===== src/rtl/ex_operand_stage.sv =====
// ID/EX pipeline register with load-use hazard detection and EX operand forwarding.
// Latency: one cycle from ID fields to ex_* outputs; forward muxes and stall are combinational.
// Backpressure: ex_hold freezes EX and raises stall; load-use raises stall and bubbles EX.
module ex_operand_stage #(
  parameter int XLEN = 32,
  parameter int RIDX = 5
) (
  input  logic            clk,
  input  logic            rst,
  input  logic            id_valid,
  input  logic [RIDX-1:0] id_rs1,
  input  logic [RIDX-1:0] id_rs2,
  input  logic [RIDX-1:0] id_rd,
  input  logic            id_rs2_used,
  input  logic [XLEN-1:0] id_rs1_data,
  input  logic [XLEN-1:0] id_rs2_data,
  input  logic [XLEN-1:0] id_imm,
  input  logic            id_alu_src,
  input  logic [3:0]      id_alu_control,
  input  logic            id_reg_write,
  input  logic            id_mem_read,
  input  logic            id_mem_write,
  input  logic            exmem_reg_write,
  input  logic [RIDX-1:0] exmem_rd,
  input  logic [XLEN-1:0] exmem_result,
  input  logic            memwb_reg_write,
  input  logic [RIDX-1:0] memwb_rd,
  input  logic [XLEN-1:0] memwb_result,
  input  logic            flush,
  input  logic            ex_hold,
  output logic            stall,
  output logic            ex_valid,
  output logic [XLEN-1:0] ex_a,
  output logic [XLEN-1:0] ex_b,
  output logic [3:0]      ex_alu_control,
  output logic [XLEN-1:0] ex_store_data,
  output logic [RIDX-1:0] ex_rd,
  output logic            ex_reg_write,
  output logic            ex_mem_read,
  output logic            ex_mem_write
);

  // Registered ID/EX fields
  logic            valid_q,     valid_d;
  logic [RIDX-1:0] rs1_q,       rs1_d;
  logic [RIDX-1:0] rs2_q,       rs2_d;
  logic [RIDX-1:0] rd_q,        rd_d;
  logic [XLEN-1:0] rs1_data_q,  rs1_data_d;
  logic [XLEN-1:0] rs2_data_q,  rs2_data_d;
  logic [XLEN-1:0] imm_q,       imm_d;
  logic            alu_src_q,   alu_src_d;
  logic [3:0]      alu_ctl_q,   alu_ctl_d;
  logic            reg_write_q, reg_write_d;
  logic            mem_read_q,  mem_read_d;
  logic            mem_write_q, mem_write_d;

  logic            lu;
  logic [XLEN-1:0] fwd_rs1;
  logic [XLEN-1:0] fwd_rs2;

  // Bypass select: EX/MEM beats MEM/WB, and x0 is never forwarded.
  function automatic logic [XLEN-1:0] fwd_sel(
    input logic [RIDX-1:0] idx,
    input logic [XLEN-1:0] rf_data,
    input logic            em_we,
    input logic [RIDX-1:0] em_rd,
    input logic [XLEN-1:0] em_res,
    input logic            mw_we,
    input logic [RIDX-1:0] mw_rd,
    input logic [XLEN-1:0] mw_res
  );
    logic [XLEN-1:0] r;
    r = rf_data;
    if (em_we && (em_rd != '0) && (em_rd == idx)) begin
      r = em_res;
    end else if (mw_we && (mw_rd != '0) && (mw_rd == idx)) begin
      r = mw_res;
    end
    return r;
  endfunction

  // Load-use hazard: a load in EX whose destination is read by the instruction in ID.
  always_comb begin
    lu = valid_q & mem_read_q & (rd_q != '0) & id_valid &
         ((rd_q == id_rs1) | (id_rs2_used & (rd_q == id_rs2)));
  end

  assign stall = lu | ex_hold;

  // Next-state: hold (unless flushed), bubble, or capture ID.
  always_comb begin
    valid_d     = valid_q;
    rs1_d       = rs1_q;
    rs2_d       = rs2_q;
    rd_d        = rd_q;
    rs1_data_d  = rs1_data_q;
    rs2_data_d  = rs2_data_q;
    imm_d       = imm_q;
    alu_src_d   = alu_src_q;
    alu_ctl_d   = alu_ctl_q;
    reg_write_d = reg_write_q;
    mem_read_d  = mem_read_q;
    mem_write_d = mem_write_q;
    if (ex_hold && !flush) begin
      // keep everything as is
    end else if (flush || lu || !id_valid) begin
      // a bubble is an all-zero entry so every output reads as idle
      valid_d     = 1'b0;
      rs1_d       = '0;
      rs2_d       = '0;
      rd_d        = '0;
      rs1_data_d  = '0;
      rs2_data_d  = '0;
      imm_d       = '0;
      alu_src_d   = 1'b0;
      alu_ctl_d   = 4'b0000;
      reg_write_d = 1'b0;
      mem_read_d  = 1'b0;
      mem_write_d = 1'b0;
    end else begin
      valid_d     = 1'b1;
      rs1_d       = id_rs1;
      rs2_d       = id_rs2;
      rd_d        = id_rd;
      rs1_data_d  = id_rs1_data;
      rs2_data_d  = id_rs2_data;
      imm_d       = id_imm;
      alu_src_d   = id_alu_src;
      alu_ctl_d   = id_alu_control;
      reg_write_d = id_reg_write;
      mem_read_d  = id_mem_read;
      mem_write_d = id_mem_write;
    end
  end

  // ID/EX register with asynchronous clear.
  always_ff @(posedge clk or posedge rst) begin
    if (rst) begin
      valid_q     <= 1'b0;
      rs1_q       <= '0;
      rs2_q       <= '0;
      rd_q        <= '0;
      rs1_data_q  <= '0;
      rs2_data_q  <= '0;
      imm_q       <= '0;
      alu_src_q   <= 1'b0;
      alu_ctl_q   <= 4'b0000;
      reg_write_q <= 1'b0;
      mem_read_q  <= 1'b0;
      mem_write_q <= 1'b0;
    end else begin
      valid_q     <= valid_d;
      rs1_q       <= rs1_d;
      rs2_q       <= rs2_d;
      rd_q        <= rd_d;
      rs1_data_q  <= rs1_data_d;
      rs2_data_q  <= rs2_data_d;
      imm_q       <= imm_d;
      alu_src_q   <= alu_src_d;
      alu_ctl_q   <= alu_ctl_d;
      reg_write_q <= reg_write_d;
      mem_read_q  <= mem_read_d;
      mem_write_q <= mem_write_d;
    end
  end

  // Forward muxes track the source buses every cycle, including while held.
  always_comb begin
    fwd_rs1 = fwd_sel(rs1_q, rs1_data_q, exmem_reg_write, exmem_rd, exmem_result,
                      memwb_reg_write, memwb_rd, memwb_result);
    fwd_rs2 = fwd_sel(rs2_q, rs2_data_q, exmem_reg_write, exmem_rd, exmem_result,
                      memwb_reg_write, memwb_rd, memwb_result);
  end

  // Output drive; control bits are qualified by valid.
  always_comb begin
    ex_valid       = valid_q;
    ex_a           = fwd_rs1;
    ex_b           = alu_src_q ? imm_q : fwd_rs2;
    ex_store_data  = fwd_rs2;
    ex_alu_control = alu_ctl_q;
    ex_rd          = valid_q ? rd_q : '0;
    ex_reg_write   = valid_q & reg_write_q;
    ex_mem_read    = valid_q & mem_read_q;
    ex_mem_write   = valid_q & mem_write_q;
  end

endmodule


===== config.mk =====
export PLATFORM = sky130hd
export DESIGN_NAME = ex_operand_stage
export DESIGN_NICKNAME = d
export VERILOG_FILES = /design/src/rtl/ex_operand_stage.sv
export SDC_FILE = /design/constraint.sdc
export NUM_CORES = 1
export LEC_CHECK = 0
export BUFFER_PORTS_ARGS = -buffer_cell sky130_fd_sc_hd__buf_2
export CAP_MARGIN = 0
export CORE_MARGIN = 1
export CORE_UTILIZATION = 47
export CTS_CLUSTER_SIZE = 12
export DETAILED_ROUTE_END_ITERATION = 10
export MAX_ROUTING_LAYER = met4
export PLACE_DENSITY = 0.91
export SYNTH_ARGS = -nofsm -noshare
export SYNTH_HDL_FRONTEND = slang
export SYNTH_SLANG_ARGS = --single-unit

===== constraint.sdc =====
create_clock -name clk -period 5.5 [get_ports clk]
set_clock_uncertainty 0.15 [all_clocks]
set_input_delay 0.825 -clock clk [delete_from_list [all_inputs] [get_ports clk]]
set_output_delay 0.825 -clock clk [all_outputs]
set_load 0.03 [all_outputs]

After elaboration in Yosys (flattened, before gate mapping)
Cells that the tools add are included.

storage, ports and cells
  output and inout port bits = 110
  register bits after elaboration = 120
  logic and storage cells = 59

cells by class
  muxes and demuxes = 18
  reductions and logical operators = 14
  equality and inequality tests = 6
  bitwise logic cells = 9

operator list
  operator             number
  32-bit 2-to-1 mux    8
  5-bit equality test  6
  5-bit 2-to-1 mux     4
  5-bit nonzero test   3
  1-bit AND            7
  1-bit logical AND    7
  1-bit 2-to-1 mux     5
  4-bit 2-to-1 mux     1
  1-bit zero test      2
  1-bit logical OR     2
  1-bit OR             2

Longest topological paths before layout
Gate-level depths: netlist (run 1).

  depth in word-level cells = 7
  gate-level depth with buffers = 7

Worst setup path before layout (run 1)
Ideal clock, no wire load.

  path kind = input to output
  start point = input port memwb_rd[1]
  end point = output port ex_b[10]
  cell stages on the path = 6
  required time = 4.525 ns
  data arrival time = 3.037 ns
  slack = 1.488 ns
  path buffers = 1
  path through = or4_1 o211ai_1 clkbuf_1 o21ai_0 a31oi_1 mux2_2

between the ends
  word-level cells in the longest chain between the ends = 6
  elaborated cells between the ends (all ways) = 7
  classes of those cells = 1 x eq/ne; 3 x mux; 3 x reduce/logical

RTL lines
  what                         RTL line  RTL
  start, declared              27        input logic [RIDX-1:0] memwb_rd,
  5-bit nonzero test           76        end else if (mw_we && (mw_rd != '0) && (mw_rd == idx)) begin
  1-bit logical AND            76
  1-bit logical AND (*)        76
  32-bit 2-to-1 mux (*)        76
  32-bit 2-to-1 mux (*)        74        if (em_we && (em_rd != '0) && (em_rd == idx)) begin
  named net ex_store_data[10]  36        output logic [XLEN-1:0] ex_store_data,
  32-bit 2-to-1 mux (*)        179       ex_b = alu_src_q ? imm_q : fwd_rs2;
  end, declared                34        output logic [XLEN-1:0] ex_b,

Mark *: on every way through the listed nets, which the timed path passes. The rest lies on a longest branch.

Worst setup path in the final report (run 1)
  start point = input port memwb_rd[3]
  end point = output port ex_b[1]

between the ends
  word-level cells in the longest chain between the ends = 6
  elaborated cells between the ends (all ways) = 7
  classes of those cells = 1 x eq/ne; 3 x mux; 3 x reduce/logical

RTL lines
  what                   RTL line
  5-bit nonzero test     76
  1-bit logical AND      76
  1-bit logical AND (*)  76
  32-bit 2-to-1 mux (*)  76
  32-bit 2-to-1 mux (*)  74
  32-bit 2-to-1 mux (*)  179

Mark *: on every way between the ends. The rest lies on a longest branch, timed or not.

==> impl_metrics.ini, run 1 <==
[clock_network]
cts_tree = built
htree_levels = 4
cts.sink_count = 120
numCtsBuffers = 17
clk_pin_slew_worst_paths_ns = 0.05
hold_buffers = 0
cts_resized = 0
insertion_delay_ns = 0.40
clockBufferDepth = 2
clk_root_buffer_cell = clkbuf_16
cts_setup_buffers = 0

[pwr]
switching_share_pct = 27.7
switchingPower_mw = 0.691
peakVddDrop_v = 0.000188
p_total_mw = 2.49
p_seq_share_pct = 37.8
internal-power_mw = 1.80
power_frac_clock_pct = 44.5
combPwrFrac_pct = 17.8
powerDensity_mw_per_mm2 = 286
leakage_nw = 4.43

[yosys]
synth_seq_cells = 120
syn_area_sq_mm = 0.00650
yosysSeqAreaShare_pct = 46.2
ys_types = 32
syn_nets = 824
synth_top_area_cell = dfrtp_1
synth_area_leaders = dfrtp_1 46%, a22o_1 16%, mux2_2 5.5%, mux2i_1 4.9%, xnor2_1 3.1%
postSynthAreaPerCell_sq_um = 10.4
yosys_warnings = 0
syn_inst = 623
synth_top_area_share_pct = 46.2

[route]
drc = 0
dr.pass1.iters = 5
drt-initial-drc-count = 632
vias = 6676
drt-vias-per-instance = 6.10
wl_um = 22700
ant_nets = 0
post_drt_wl_per_cell_um = 20.7

[global_route]
grt_pass1_vias = 6662
overflow = 0
track_usage_pct = 32.7
grt_pass1_wl_um = 34700
grt_max_degree = 73
antenna_found_initial = 2

[place]
routabilityCongestion = 0.946
dpl.hpwl_um = 15400
portBuffers = 310
place_area_sq_mm = 0.00813

[finish]
layout_common_cells = 310 x buf_2, 120 x dfrtp_1, 119 x a22o_1
final_common_cell = buf_2
drive_gt1_share_pct = 42.8
fin_area_sq_mm = 0.00873
syn_to_final_growth_pct = 34.4
layout.nets = 1104

[setup_path]
criticalPathCategory = in2out
arrival_ns = 3.45
endpoint_kind = output pin
cp_max_fo = 32
crit_required_ns = 4.53
start_kind = primary input

[floorplanning]
start_util_pct = 48.7
coreArea_sq_mm = 0.0133
die_h_um = 120
die-area_sq_mm = 0.0143
ios = 311
rows = 42
die_w_um = 120

[sta]
slew_headroom_pct = 15.1
holdWs_ns = 0.349
min_period_ns = 4.43
drv_slew = 0
tns_ns = 0
setup_viol = 0
finalHoldViolCount = 0
fin_crit_sh_pct = 80.5
worst_pin_slew_ns = 1.27
grt_setup_unrepaired = false
timing.fmax_mhz = 226

[outcome]
status = finished clean

[run]
maxCapViolations = 0

[min_path]
holdCritPathClass = reg2reg
[per-stage QoR]
stage	setup WS (ns)	utilization (%)	instances
5_1_grt	1.04	65.4	1094
6_report	1.07	65.4	1094
3_3_place_gp	1.17	60.9	1060
4_1_cts	1.09	65.4	1092
2_1_floorplan	1.34	-	623
3_5_place_dp	1.14	60.9	1060
[per-layer routing]
metal	GRT usage, %	routed length, um
met5	-	0
met4	16.9	898
met3	8.46	2230
met2	53.4	11100
met1	37.1	8450
[area by class of cell]
cell class | count | area (sq um)
Antenna cell | 2 | 5.00
Multi-Input combinational cell | 439 | 3240
Timing Repair Buffer | 323 | 1660
Fill cell | 1072 | 4620
Tap cell | 176 | 220
Clock buffer | 25 | 505
Clock inverter | 7 | 90.1
Inverter | 2 | 10.0
Sequential cell | 120 | 3000
[power groups by stage]
stage          combinational (mW)  sequential (mW)  clock, mW
3_3_place_gp                0.430            0.954          0
5_1_grt                     0.469            0.945       1.17
3_5_place_dp                0.438            0.955          0
4_1_cts                     0.440            0.941       1.12
6_report                    0.443            0.942       1.11
2_1_floorplan               0.259            0.950          0
[path summary, 6_finish.rpt]
path | startpoint | to | slack [ns] | depth (start not counted)
min in group asynchronous | rst | imm_q[14]$_DFFE_PP0N_ | 0.44 | 2
min reg2reg | imm_q[22]$_DFFE_PP0N_ | imm_q[22]$_DFFE_PP0N_ | 0.35 | 1
min | imm_q[22]$_DFFE_PP0N_ | imm_q[22]$_DFFE_PP0N_ | 0.35 | 1
max | memwb_rd[3] | ex_b[1] | 1.07 | 7
max reg2reg | rd_q[1]$_DFFE_PP0N_ | imm_q[11]$_DFFE_PP0N_ | 2.72 | 5
max in group asynchronous | rst | rs1_data_q[18]$_DFFE_PP0N_ | 3.53 | 3
[registers in the layout (all words and copies together) (netlist names)]
signal          count
imm_q              32
rs1_data_q         32
rs2_data_q         32
rd_q                5
rs1_q               5
rs2_q               5
ex_alu_control      4
alu_src_q           1
ex_valid            1
mem_read_q          1
mem_write_q         1
reg_write_q         1
[cells by family (layout without fill, tap and decap cells)]
kind of cell / count (synthesis) / count (layout) / share of synthesized area [%]
compound gates: 224 / 224 / 25.5
mux: 64 / 64 / 10.5
simple gates: 121 / 121 / 9.30
xor+xnor: 30 / 30 / 4.04
buf+inv: 64 / 357 / 4.49
other cells: 0 / 2 / 0
flops: 120 / 120 / 46.2
[worst max-delay path, cell delays in order]
cell     delay, ns
buf_2         0.12
xor2_1        0.16
or4b_1        1.10
o21ai_0       0.48
a31oi_1       0.23
mux2_2        0.36
buf_2         0.18
[synthesized netlist by cell type, drive strengths merged]
| cell type | count |
|---|---|
| nor3 | 32 |
| a21o | 2 |
| clkbuf | 38 |
| xor2 | 7 |
| nor4b | 1 |
| mux2 | 32 |
| a31oi | 32 |
| o22ai | 1 |
| nand2 | 2 |
| and2 | 8 |
| nor2b | 1 |
| nand3 | 34 |
| o21ai | 33 |
| a22o | 119 |
| a21oi | 32 |
| xnor2 | 23 |
| or4 | 4 |
| buf | 24 |
| o211ai | 2 |
| nor2 | 33 |
| dfrtp | 120 |
| o211a | 2 |
| or2 | 1 |
| a2111oi | 1 |
| or4b | 1 |
| nand4 | 3 |
| inv | 2 |
| mux2i | 32 |
| nor4 | 1 |
Note: power is estimated with default switching activity, not from simulation.
==> run 2, diff against run 1 <==
clock period = 4.29 ns   (was 5.5 ns; I/O delays follow)
==> run 2 against run 1 <==
Global-route usage up 0.27 points. Total power is 31% higher. Hold slack worse by 0.15 ns. Non-clock buffer count rose by 2. Core utilization is 0.44 points higher. Routed wire length increased by 1.2%. Design area grew 0.67%. Register-to-register slack lost 1.1 ns. Final cell count grew 0.18%. Via count is 1.5% higher. Combinational power increased by 28%. Critical path type unchanged. Largest cell class unchanged.
==> impl_metrics.ini, run 2 (synthesis results as in run 1) <==
[setup_path]
reg2reg_from = rd_q[1]$_DFFE_PP0N_
crit_end = ex_b[16]
r2r-end = rs2_data_q[9]$_DFFE_PP0N_
crit_cells = 7
crit_path_frequent_cell = buf_2
cp_max_fo = 32
crit_required_ns = 3.50
r2r_slack_ns = 1.67
slowest_delay_ns = 0.68
criticalPathCategory = in2out
endpoint_kind = output pin
worstPathBufferInverterCount = 2
slowest_stage = or2_2
reg2regPathDepth = 5
critical_path.startpoint = exmem_rd[1]
arrival_ns = 3.02
crit_chain = buf_2 -> or4_1 -> o211ai_4 -> or2_2 -> a31oi_1 -> mux2_2 -> buf_2
start_kind = primary input
critical_path.top_delay_family = simple AND/OR/NAND/NOR gates

[clock_network]
cts_tree = built
cts_setup_buffers = 0
insertion_delay_ns = 0.40
numCtsBuffers = 17
hold_buffers = 0
clk_root_buffer_cell = clkbuf_16
htree_levels = 4
clk_pin_slew_worst_paths_ns = 0.05
cts_resized = 0
clockBufferDepth = 2
cts.sink_count = 120

[place]
routabilityCongestion = 0.941
portBuffers = 310
dp.cells = 1062
place_ws_ns = 0.572
dpl.hpwl_um = 15600

[sta]
tns_ns = 0
fin_crit_sh_pct = 88.9
finalHoldViolCount = 0
fin_ws_ns = 0.476
drv_slew = 0
worst_pin_slew_ns = 0.932
grt_setup_unrepaired = false
slew_headroom_pct = 37.9
setup_viol = 0
timing.fmax_mhz = 262
min_period_ns = 3.81

[finish]
syn_to_final_growth_pct = 35.3
fillers = 1041
final-seq-area_sq_mm = 0.00300
reg_top3 = imm_q (32), rs1_data_q (32), rs2_data_q (32)
layout_common_cells = 310 x buf_2, 120 x dfrtp_1, 119 x a22o_1
instances_no_fill = 1096
layout.nets = 1106
multi_input_area_sq_mm = 0.00324
drive_gt1_share_pct = 42.9
final_common_cell = buf_2

[route]
post_drt_wl_per_cell_um = 20.9
drt-vias-per-instance = 6.18
vias = 6776
ant_nets = 0
dr.pass1.iters = 5
wl_um = 22900
drc = 0
drt-initial-drc-count = 642

[floorplanning]
rows = 42
start_util_pct = 48.7
die_w_um = 120
coreArea_sq_mm = 0.0133
ios = 311
die-area_sq_mm = 0.0143
die_h_um = 120

[pwr]
p_total_mw = 3.27
peakVddDrop_v = 0.000222
leakage_nw = 4.46
powerDensity_mw_per_mm2 = 371

[global_route]
grt_pass1_vias = 6666
grt_util_met3_pct = 6.94
busiest_layer = met2
grt_max_degree = 103
track_usage_pct = 33.0
overflow = 0
use_met1_pct = 38.6
use_met2_pct = 52.9
grt_pass1_wl_um = 35100
antenna_found_initial = 3

[run]
maxCapViolations = 0

[min_path]
holdCritPathClass = in2async

[outcome]
status = finished clean
==> run 2: cell count changes in the layout (fill, tap and decap cells not counted), sizes merged <==
cell / previous run / this run
clkbuf: 25 / 22
buf: 323 / 325
clkinvlp: 2 / 1
clkinv: 3 / 4
diode: 2 / 3
bufinv: 2 / 4
==> run 2: worst register-to-register path, stage by stage, from the launching register on <==
cell and delay (ns):
dfrtp_1 0.44, or4_1 0.54, o211a_1 0.26, a2111oi_4 0.43, buf_12 0.42, a22o_1 0.30
==> run 2: area by class of cell <==
cell class	count	share of cell area [%]
Tap cell	176	2.50
Antenna cell	3	0.0854
Clock buffer	22	5.28
Timing Repair Buffer	325	19.4
Clock inverter	9	1.68
Sequential cell	120	34.2
Inverter	2	0.114
Multi-Input combinational cell	439	36.8
==> run 2: stage by stage <==
| stage | util [%] | cell area (sq um) | hold WS, ns |
|---|---|---|---|
| 2_1_floorplan | - | 6500 | 0.315 |
| 3_3_place_gp | 61.2 | 8170 | 0.332 |
| 3_5_place_dp | 61.2 | 8170 | 0.335 |
| 4_1_cts | 65.8 | 8780 | 0.212 |
| 5_1_grt | 65.9 | 8790 | 0.231 |
| 6_report | 65.9 | 8790 | 0.199 |
==> run 2: how the worst min path moves through the flow <==
| stage | start | end | slack, ns | depth (start not counted) |
|---|---|---|---|---|
| 2_1_floorplan | mem_read_q$_DFFE_PP0N_ | mem_read_q$_DFFE_PP0N_ | 0.31 | 1 |
| 3_3_place_gp | rs2_data_q[15]$_DFFE_PP0N_ | rs2_data_q[15]$_DFFE_PP0N_ | 0.33 | 1 |
| 3_5_place_dp | rs2_data_q[29]$_DFFE_PP0N_ | rs2_data_q[29]$_DFFE_PP0N_ | 0.34 | 1 |
| 4_1_cts | rst | rs1_data_q[19]$_DFFE_PP0N_ | 0.21 | 2 |
| 5_1_grt | rst | rs1_data_q[19]$_DFFE_PP0N_ | 0.23 | 2 |
| 6_report | rst | rs1_data_q[19]$_DFFE_PP0N_ | 0.20 | 2 |
==> run 2: report_power, final <==
group / switching (mW) / total [mW] / internal (mW)
Clock: 0.492 / 1.49 / 0.996
Combinational: 0.360 / 0.567 / 0.207
Sequential: 0.0348 / 1.21 / 1.18
==> run 2: metal layers <==
metal,vias to the layer above,wire length [um]
li1,2936,-
met1,3276,8810
met2,477,11000
met3,87,2090
met4,0,1000
met5,-,0
